`config.mk`:
```
export PLATFORM = sky130hd
export DESIGN_NAME = pipes_scroller
export DESIGN_NICKNAME = d
export VERILOG_FILES = /design/src/rtl/pipes_scroller.sv
export SDC_FILE = /design/constraint.sdc
export NUM_CORES = 1
export LEC_CHECK = 0
export CAP_MARGIN = 40
export CORE_UTILIZATION = 55
export CTS_CLUSTER_SIZE = 10
export DETAILED_ROUTE_END_ITERATION = 8
export PLACE_DENSITY = 0.87
export SETUP_SLACK_MARGIN = 0.2
export SLEW_MARGIN = 25
export SYNTH_ARGS = -nofsm -noshare
export SYNTH_HDL_FRONTEND = slang
export SYNTH_SLANG_ARGS = --single-unit
```
`constraint.sdc`:
```
create_clock -name Clk -period 7.87 [get_ports Clk]
set_input_delay 2.361 -clock Clk [delete_from_list [all_inputs] [get_ports Clk]]
set_output_delay 2.361 -clock Clk [all_outputs]
set_load 0.05 [all_outputs]
```
`src/rtl/pipes_scroller.sv`:
```
// Pipe scroller: moves two pipes left on each Tick, wraps them to the right,
// and runs the IDLE/RUN/DEAD game state machine and the pipes-passed score.
module pipes_scroller #(
    parameter logic [15:0] SCREEN_W     = 16'd640,
    parameter logic [15:0] PIPE_SPACING = 16'd320,
    parameter logic [15:0] STEP         = 16'd2,
    parameter logic [15:0] BIRD_X       = 16'd200
) (
    input  logic        Clk,
    input  logic        Reset,
    input  logic        Tick,
    input  logic        Button,
    input  logic        Collision,
    output logic [15:0] PipesPosition1,
    output logic [15:0] PipesPosition2,
    output logic        Wrap1,
    output logic        Wrap2,
    output logic [15:0] Score,
    output logic        Running
);

    localparam logic [15:0] POS2_INIT = SCREEN_W + PIPE_SPACING;
    localparam logic [15:0] WRAP      = (PIPE_SPACING << 1) - STEP;

    typedef enum logic [1:0] {
        IDLE = 2'd0,
        RUN  = 2'd1,
        DEAD = 2'd2
    } state_t;

    state_t      state_q, state_d;
    logic        btn_q;
    logic [15:0] pos1_q, pos1_d;
    logic [15:0] pos2_q, pos2_d;
    logic [15:0] score_q, score_d;
    logic        wrap1_q, wrap1_d;
    logic        wrap2_q, wrap2_d;
    logic        running_q, running_d;

    logic        fall;
    logic [15:0] nxt1, nxt2;
    logic        cross1, cross2;
    logic [16:0] score_sum;

    // Clamp to 0 so every pipe sits at exactly 0 for one tick before wrapping.
    function automatic logic [15:0] pipe_next(input logic [15:0] p);
        if (p == 16'd0)
            return WRAP;
        else if (p <= STEP)
            return 16'd0;
        else
            return p - STEP;
    endfunction

    always_comb begin
        fall      = ~Button & btn_q;
        nxt1      = pipe_next(pos1_q);
        nxt2      = pipe_next(pos2_q);
        cross1    = (pos1_q >= BIRD_X) && (nxt1 < BIRD_X);
        cross2    = (pos2_q >= BIRD_X) && (nxt2 < BIRD_X);
        score_sum = {1'b0, score_q} + {16'd0, cross1} + {16'd0, cross2};

        state_d = state_q;
        pos1_d  = pos1_q;
        pos2_d  = pos2_q;
        score_d = score_q;
        wrap1_d = 1'b0;
        wrap2_d = 1'b0;

        unique case (state_q)
            IDLE: begin
                if (fall) begin
                    score_d = 16'd0;
                    state_d = RUN;
                end
            end
            RUN: begin
                if (Collision) begin
                    state_d = DEAD;
                end else if (Tick) begin
                    pos1_d  = nxt1;
                    pos2_d  = nxt2;
                    wrap1_d = (pos1_q == 16'd0);
                    wrap2_d = (pos2_q == 16'd0);
                    score_d = score_sum[16] ? 16'hFFFF : score_sum[15:0];
                end
            end
            DEAD: begin
                if (fall) begin
                    state_d = IDLE;
                    pos1_d  = SCREEN_W;
                    pos2_d  = POS2_INIT;
                end
            end
            default: state_d = IDLE;
        endcase

        running_d = (state_d == RUN);
    end

    always_ff @(posedge Clk) begin
        if (!Reset) begin
            state_q   <= IDLE;
            btn_q     <= 1'b1;
            pos1_q    <= SCREEN_W;
            pos2_q    <= POS2_INIT;
            score_q   <= 16'd0;
            wrap1_q   <= 1'b0;
            wrap2_q   <= 1'b0;
            running_q <= 1'b0;
        end else begin
            state_q   <= state_d;
            btn_q     <= Button;
            pos1_q    <= pos1_d;
            pos2_q    <= pos2_d;
            score_q   <= score_d;
            wrap1_q   <= wrap1_d;
            wrap2_q   <= wrap2_d;
            running_q <= running_d;
        end
    end

    assign PipesPosition1 = pos1_q;
    assign PipesPosition2 = pos2_q;
    assign Wrap1          = wrap1_q;
    assign Wrap2          = wrap2_q;
    assign Score          = score_q;
    assign Running        = running_q;

endmodule

```
; ---- Word-level counts from Yosys, hierarchy flattened
; Cells that the tools add are included.
[totals]
reg_bits = 54
output_inout_bits = 51
word_cells = 61
[classes]
n_addsub = 4
magnitude_cmp = 6
eq_ne = 7
mux = 21
n_bitwise = 5
n_reduce_logical = 10
[ops]
columns = op, n
row1 = 16-bit 2-to-1 mux, 14
row2 = 16-bit case mux with 2 select lines, 3
row3 = "16-bit by 8-bit greater-or-equal comparator with 1-bit output, second input constant", 2
row4 = "16-bit by 2-bit less-or-equal comparator with 1-bit output, second input constant", 2
row5 = 16-bit zero test, 2
row6 = "16-bit by 8-bit less-than comparator with 1-bit output, second input constant", 2
row7 = "16-bit by 2-bit subtractor with 16-bit output, second input constant", 2
row8 = 16-bit by 1-bit adder with 17-bit output, 1
row9 = 17-bit by 1-bit adder with 17-bit output, 1
row10 = "2-bit != test, second input constant", 4
row11 = 4-bit AND reduction, 2
row12 = 2-bit 2-to-1 mux, 3
row13 = 2-bit case mux with 3 select lines, 1
row14 = "2-bit by 1-bit equality test with 1-bit output, second input constant", 2
row15 = 1-bit inverter, 4
row16 = 2-bit nonzero test, 2
row17 = 4-bit OR reduction, 1
row18 = "2-bit equality test, second input constant", 1
row19 = 1-bit logical AND, 2
row20 = 2-bit zero test, 1
row21 = 1-bit bitwise AND, 1

; ---- Logic depth before layout (Yosys ltp)
[logic_depth]
depth_word = 11
depth_mapped = 18
depth_no_buf = 15

; ---- Worst setup path before layout
; OpenSTA, ideal clock, no wires.
[synth_path]
path_kind = register to register
start = reg pos2_q[1], in the netlist PipesPosition2[1]
end = reg score_q[13], in the netlist Score[13]
setup_time_ns = 0.070
arrival_time_ns = 4.209
path_slack_ns = 3.591
path_stages_with_launch = 18
n_path_buf = 2
period_less_slack_ns = 4.279
cell_sequence = dfxtp_1 clkbuf_1 inv_1 ha_1 or4_1 o21ai_0 nand4_1 a311oi_1 o2111ai_1 fa_1 inv_1 ha_1 nand4_1 nor4_1 and2b_1 clkbuf_2 o21ai_0 a21oi_1
[synth_between]
elab_chain_len = 10
[synth_lines]
columns = item, line
row1 = "start, declared", 34  ; logic [15:0] pos2_q, pos2_d;
row2 = "start signal, assigned", 115  ; pos2_q <= pos2_d;
row3 = 16-bit by 2-bit subtractor with 16-bit output / 16-bit by 2-bit less-or-equal comparator with 1-bit output (equally long branches), "52, 49"
row4 = 16-bit 2-to-1 mux, 49  ; else if (p <= STEP)
row5 = 16-bit 2-to-1 mux, 47  ; if (p == 16'd0)
row6 = 16-bit by 8-bit less-than comparator with 1-bit output, 60  ; cross2 = (pos2_q >= BIRD_X) && (nxt2 < BIRD_X);
row7 = 1-bit logical AND (*), 60
row8 = 17-bit by 1-bit adder with 17-bit output (*), 61  ; score_sum = {1'b0, score_q} + {16'd0, cross1} + {16'd0, cross2};
row9 = 16-bit 2-to-1 mux (*), 85  ; score_d = score_sum[16] ? 16'hFFFF : score_sum[15:0];
row10 = 16-bit 2-to-1 mux (*), 80  ; end else if (Tick) begin
row11 = 16-bit 2-to-1 mux (*), 78  ; if (Collision) begin
row12 = 16-bit case mux with 2 select lines (*), 70  ; unique case (state_q)
row13 = "end signal, assigned", 116  ; score_q <= score_d;
row14 = "end, declared", 35  ; logic [15:0] score_q, score_d;
; Mark *: on every way between the ends. The rest lies on a longest branch, timed or not. The select of a mux whose other input is x is not followed.
; A chain may end at the register's enable or synchronous reset.

; ---- Worst setup path after layout
[layout_path]
start = reg pos1_q[1], in the netlist PipesPosition1[1]
end = reg score_q[9], in the netlist Score[9]
[layout_between]
elab_chain_len = 11
[layout_lines]
columns = item, line
row1 = "start, declared", 33  ; logic [15:0] pos1_q, pos1_d;
row2 = "start signal, assigned", 114  ; pos1_q <= pos1_d;
row3 = 16-bit by 2-bit subtractor with 16-bit output / 16-bit by 2-bit less-or-equal comparator with 1-bit output (equally long branches), "52, 49"
row4 = 16-bit 2-to-1 mux, 49
row5 = 16-bit 2-to-1 mux, 47
row6 = 16-bit by 8-bit less-than comparator with 1-bit output, 59  ; cross1 = (pos1_q >= BIRD_X) && (nxt1 < BIRD_X);
row7 = 1-bit logical AND (*), 59
row8 = 16-bit by 1-bit adder with 17-bit output (*), 61
row9 = 17-bit by 1-bit adder with 17-bit output (*), 61
row10 = 16-bit 2-to-1 mux (*), 85
row11 = 16-bit 2-to-1 mux (*), 80
row12 = 16-bit 2-to-1 mux (*), 78
row13 = 16-bit case mux with 2 select lines (*), 70
; Marked as above.

==> flow_metrics.env <==
export IMPL_die_width_um=81.6
export IMPL_period_share_pct=60.7
export IMPL_rrSetupSlack_ns=3.09
export IMPL_required_ns=8.13
export IMPL_finalSetupTns_ns=0
export IMPL_final_common_cell="clkdlybuf4s50_1"
export IMPL_start_util_pct=57.9
export IMPL_cp_slowest_stage_delay_ns=0.55
export IMPL_path_depth=15
export IMPL_r2r_start="PipesPosition1[1]$_SDFFE_PN0P_"
export IMPL_grt_pass1_wl_um=14600
export IMPL_hp_start="Score[0]$_SDFFE_PN0P_"
export IMPL_drive_gt1_share_pct=5.28
export IMPL_synth_area_leader_cell="dfxtp_1"
export IMPL_outcome="finished, final reports clean"
export IMPL_cts_resized=0
export IMPL_vias=3675
export IMPL_fmax_ghz=0.209
export IMPL_regArea_um2=1040
export IMPL_path_buf_inv=2
export IMPL_fillCellCount=547
export IMPL_startpoint="PipesPosition1[1]$_SDFFE_PN0P_"
export IMPL_switching_share_pct=42.0
export IMPL_cts_sinks=52
export IMPL_core_um2=6030
export IMPL_place_gp_congestion=0.921
export IMPL_synthArstFlopShare_pct=0
export IMPL_cts_root_buf="clkbuf_8"
export IMPL_synth_avg_cell_area_um2=7.63
export IMPL_grt_use_total_pct=27.6
export IMPL_p_int_uw=457
export IMPL_hold_class="reg2reg"
export IMPL_final_nets=506
export IMPL_antenna_cells=0
export IMPL_cp_cell_sequence="inv_1 > ha_1 > nor3b_1 > nand3_1 > xnor2_1 > nor4b_1 > o221ai_1 > fa_1 > inv_1 > ha_1 > nand4_1 > nor4_1 > and2b_1 > o21ai_0 > a21oi_1"
export IMPL_numPortBuffers=53
export IMPL_slew_violations=0
export IMPL_setup_viol=0
export IMPL_seqPwrFrac_pct=41.1
export IMPL_relSlewSlack_pct=41.0
export IMPL_holdBufCountCts=0
export IMPL_path_max_fanout=14
export IMPL_dp_hpwl_um=6240
export IMPL_grt_pass1_vias=3116
export IMPL_rsz0062_at_grt="no"
export IMPL_cts_tree="built"
export IMPL_clkPwrFrac_pct=21.1
export IMPL_comb_power_share_pct=37.8
export IMPL_synth_edf_count=0
export IMPL_r2r_end="Score[9]$_SDFFE_PN0P_"
export IMPL_cts_setup_buffers=0
export IMPL_ir_drop_v=0.000124
export IMPL_cts_buffers=5
export IMPL_ys_flop_type="dfxtp_1"
export IMPL_yosysTopAreaCellShare_pct=29.9
export IMPL_cp_start_kind="flop"
export IMPL_yosysSeqAreaShare_pct=29.9
export IMPL_fin_crit_ns=4.78
export IMPL_path_delay_family="simple AND/OR/NAND/NOR gates"
export IMPL_clkLatencyLatePin_ns=0.32
export IMPL_endpoint="Score[9]$_SDFFE_PN0P_"
export IMPL_p_switching_uw=330
export IMPL_worstMarginPinSlew_ns=0.881
export IMPL_reg2reg_depth=15
export IMPL_clk_pin_slew_ns=0.11
export IMPL_drt_initial_drc_count=243
export IMPL_pre_cts_ws_ns=2.92
export IMPL_htreeDepth=2
export IMPL_yosys_warnings=0
export IMPL_critical_path_slowest_cell="nor3b_1"
export IMPL_yosysUniqueCellTypes=63
export IMPL_overflow=0
export IMPL_finalPower_uw=787
export IMPL_setup_slack_ns=3.09
export IMPL_antenna_found_initial=0
export IMPL_drv_cap=0
export IMPL_clk_path_buf_depth=2
export IMPL_drt_pass1_iterations=5
export IMPL_power_leakage_uw=0.00136
export IMPL_hold_viol=0
export IMPL_synth_seq_cells=52
export IMPL_final_antenna_net_count=0
export IMPL_vias_per_cell=6.48
export IMPL_grt_max_degree=39
export IMPL_power_density_nw_per_um2=192
export IMPL_path_class="reg2reg"
export IMPL_synthCells=457
export IMPL_dieArea_um2=6660
export IMPL_drt_wl_total_um=9120
export IMPL_die_y_um=81.6
export IMPL_ioPinCount=56
export IMPL_layout_common_cells="clkdlybuf4s50_1, dfxtp_1, o21ai_0"
export IMPL_worst_setup_path_end_kind="flop"
export IMPL_rows=28
export IMPL_skew_ns=0.0101
export IMPL_synthTopCellsByArea="dfxtp_1, o21ai_0, a21oi_1"
export IMPL_holdWs_ns=0.479
export IMPL_cp_arrival_ns=5.04
export IMPL_wl_per_cell_um=16.1
export IMPL_area_delta_synth_final_pct=17.9
export IMPL_drc=0
export IMPL_syn_area_um2=3490
export IMPL_multi_input_area_um2=2240
==> power groups by stage <==
stage	registers (µW)	clock network, µW	logic [µW]
3_3_place_gp	327	0	285
4_1_cts	322	169	292
2_1_floorplan	355	0	190
5_1_grt	328	177	323
3_5_place_dp	328	0	291
6_report	323	166	298
==> stage by stage <==
stage	cell area (µm²)	util, %	cells
3_5_place_dp	4000	66.4	557
3_3_place_gp	3990	66.2	555
6_report	4110	68.2	567
4_1_cts	4100	68.0	565
5_1_grt	4110	68.2	567
2_1_floorplan	3490	-	458
==> per-layer routing <==
| metal | vias up | global-route usage (%) | wire [µm] |
|---|---|---|---|
| met5 | - | 0 | 0 |
| met4 | 0 | 10.4 | 156 |
| met3 | 19 | 4.78 | 694 |
| met2 | 167 | 42.7 | 4260 |
| met1 | 1718 | 38.2 | 4010 |
| li1 | 1771 | - | - |
==> area by class of cell <==
| cell class | instances | area share [%] |
|---|---|---|
| clock buffer | 5 | 1.67 |
| timing repair buffer | 59 | 13.9 |
| sequential | 52 | 25.3 |
| tap | 75 | 2.28 |
| inverter | 19 | 1.74 |
| multi-input combinational | 354 | 54.4 |
| clock inverter | 3 | 0.670 |
==> how the worst min path moves through the flow <==
stage	endpoint	cells after the start
after floorplan	state_q[0]$_SDFF_PN0_	2
after CTS	Score[0]$_SDFFE_PN0P_	2
after detailed placement	Score[0]$_SDFFE_PN0P_	2
after global routing	Score[0]$_SDFFE_PN0P_	2
after global placement	Score[0]$_SDFFE_PN0P_	2
final	Score[0]$_SDFFE_PN0P_	2
==> synthesized netlist by cell type (4+ instances only) <==
library cell,instances
nand2_1,31
a32o_1,4
nor4_4,5
nor3_1,20
nor2b_1,6
inv_1,19
dfxtp_1,52
nor2_1,37
nand3_1,17
a211oi_1,4
a31oi_1,8
clkbuf_1,23
o21ai_0,49
nand2b_1,5
nand4_1,6
a21oi_1,35
a22oi_1,7
o211ai_1,4
buf_2,6
nor4_1,10
or3_1,5
or2_2,4
a311oi_1,5
xnor2_1,7
ha_1,9
nor3b_1,6
and2_1,5
a41oi_1,6
nand3b_1,6
==> flip-flops by register name, indices dropped and copies added (netlist names) <==
register        cells
Score              16
state_q             2
Wrap2               1
Running             1
PipesPosition2     15
Wrap1               1
btn_q               1
PipesPosition1     15
==> worst register-to-register path: cells and delay by family, from the launching register on <==
family,cells,cell delay [ns]
AO/OA/AOI/OAI,3,0.55
XOR/XNOR,1,0.18
adder cells (fa/ha/maj),3,0.95
buffers and inverters,2,0.19
flip-flops,1,0.46
AND/OR/NAND/NOR,6,2.39
==> kinds of logic after synthesis <==
family / after synthesis / synth area share (%)
AND/OR/NAND/NOR: 183 / 30.6
AO/OA/AOI/OAI: 151 / 27.6
buffers and inverters: 52 / 6.10
flip-flops: 52 / 29.9
adder cells (fa/ha/maj): 10 / 3.80
XOR/XNOR: 8 / 2.01
other: 1 / 0.108
Power figures use the tool's default switching activity.
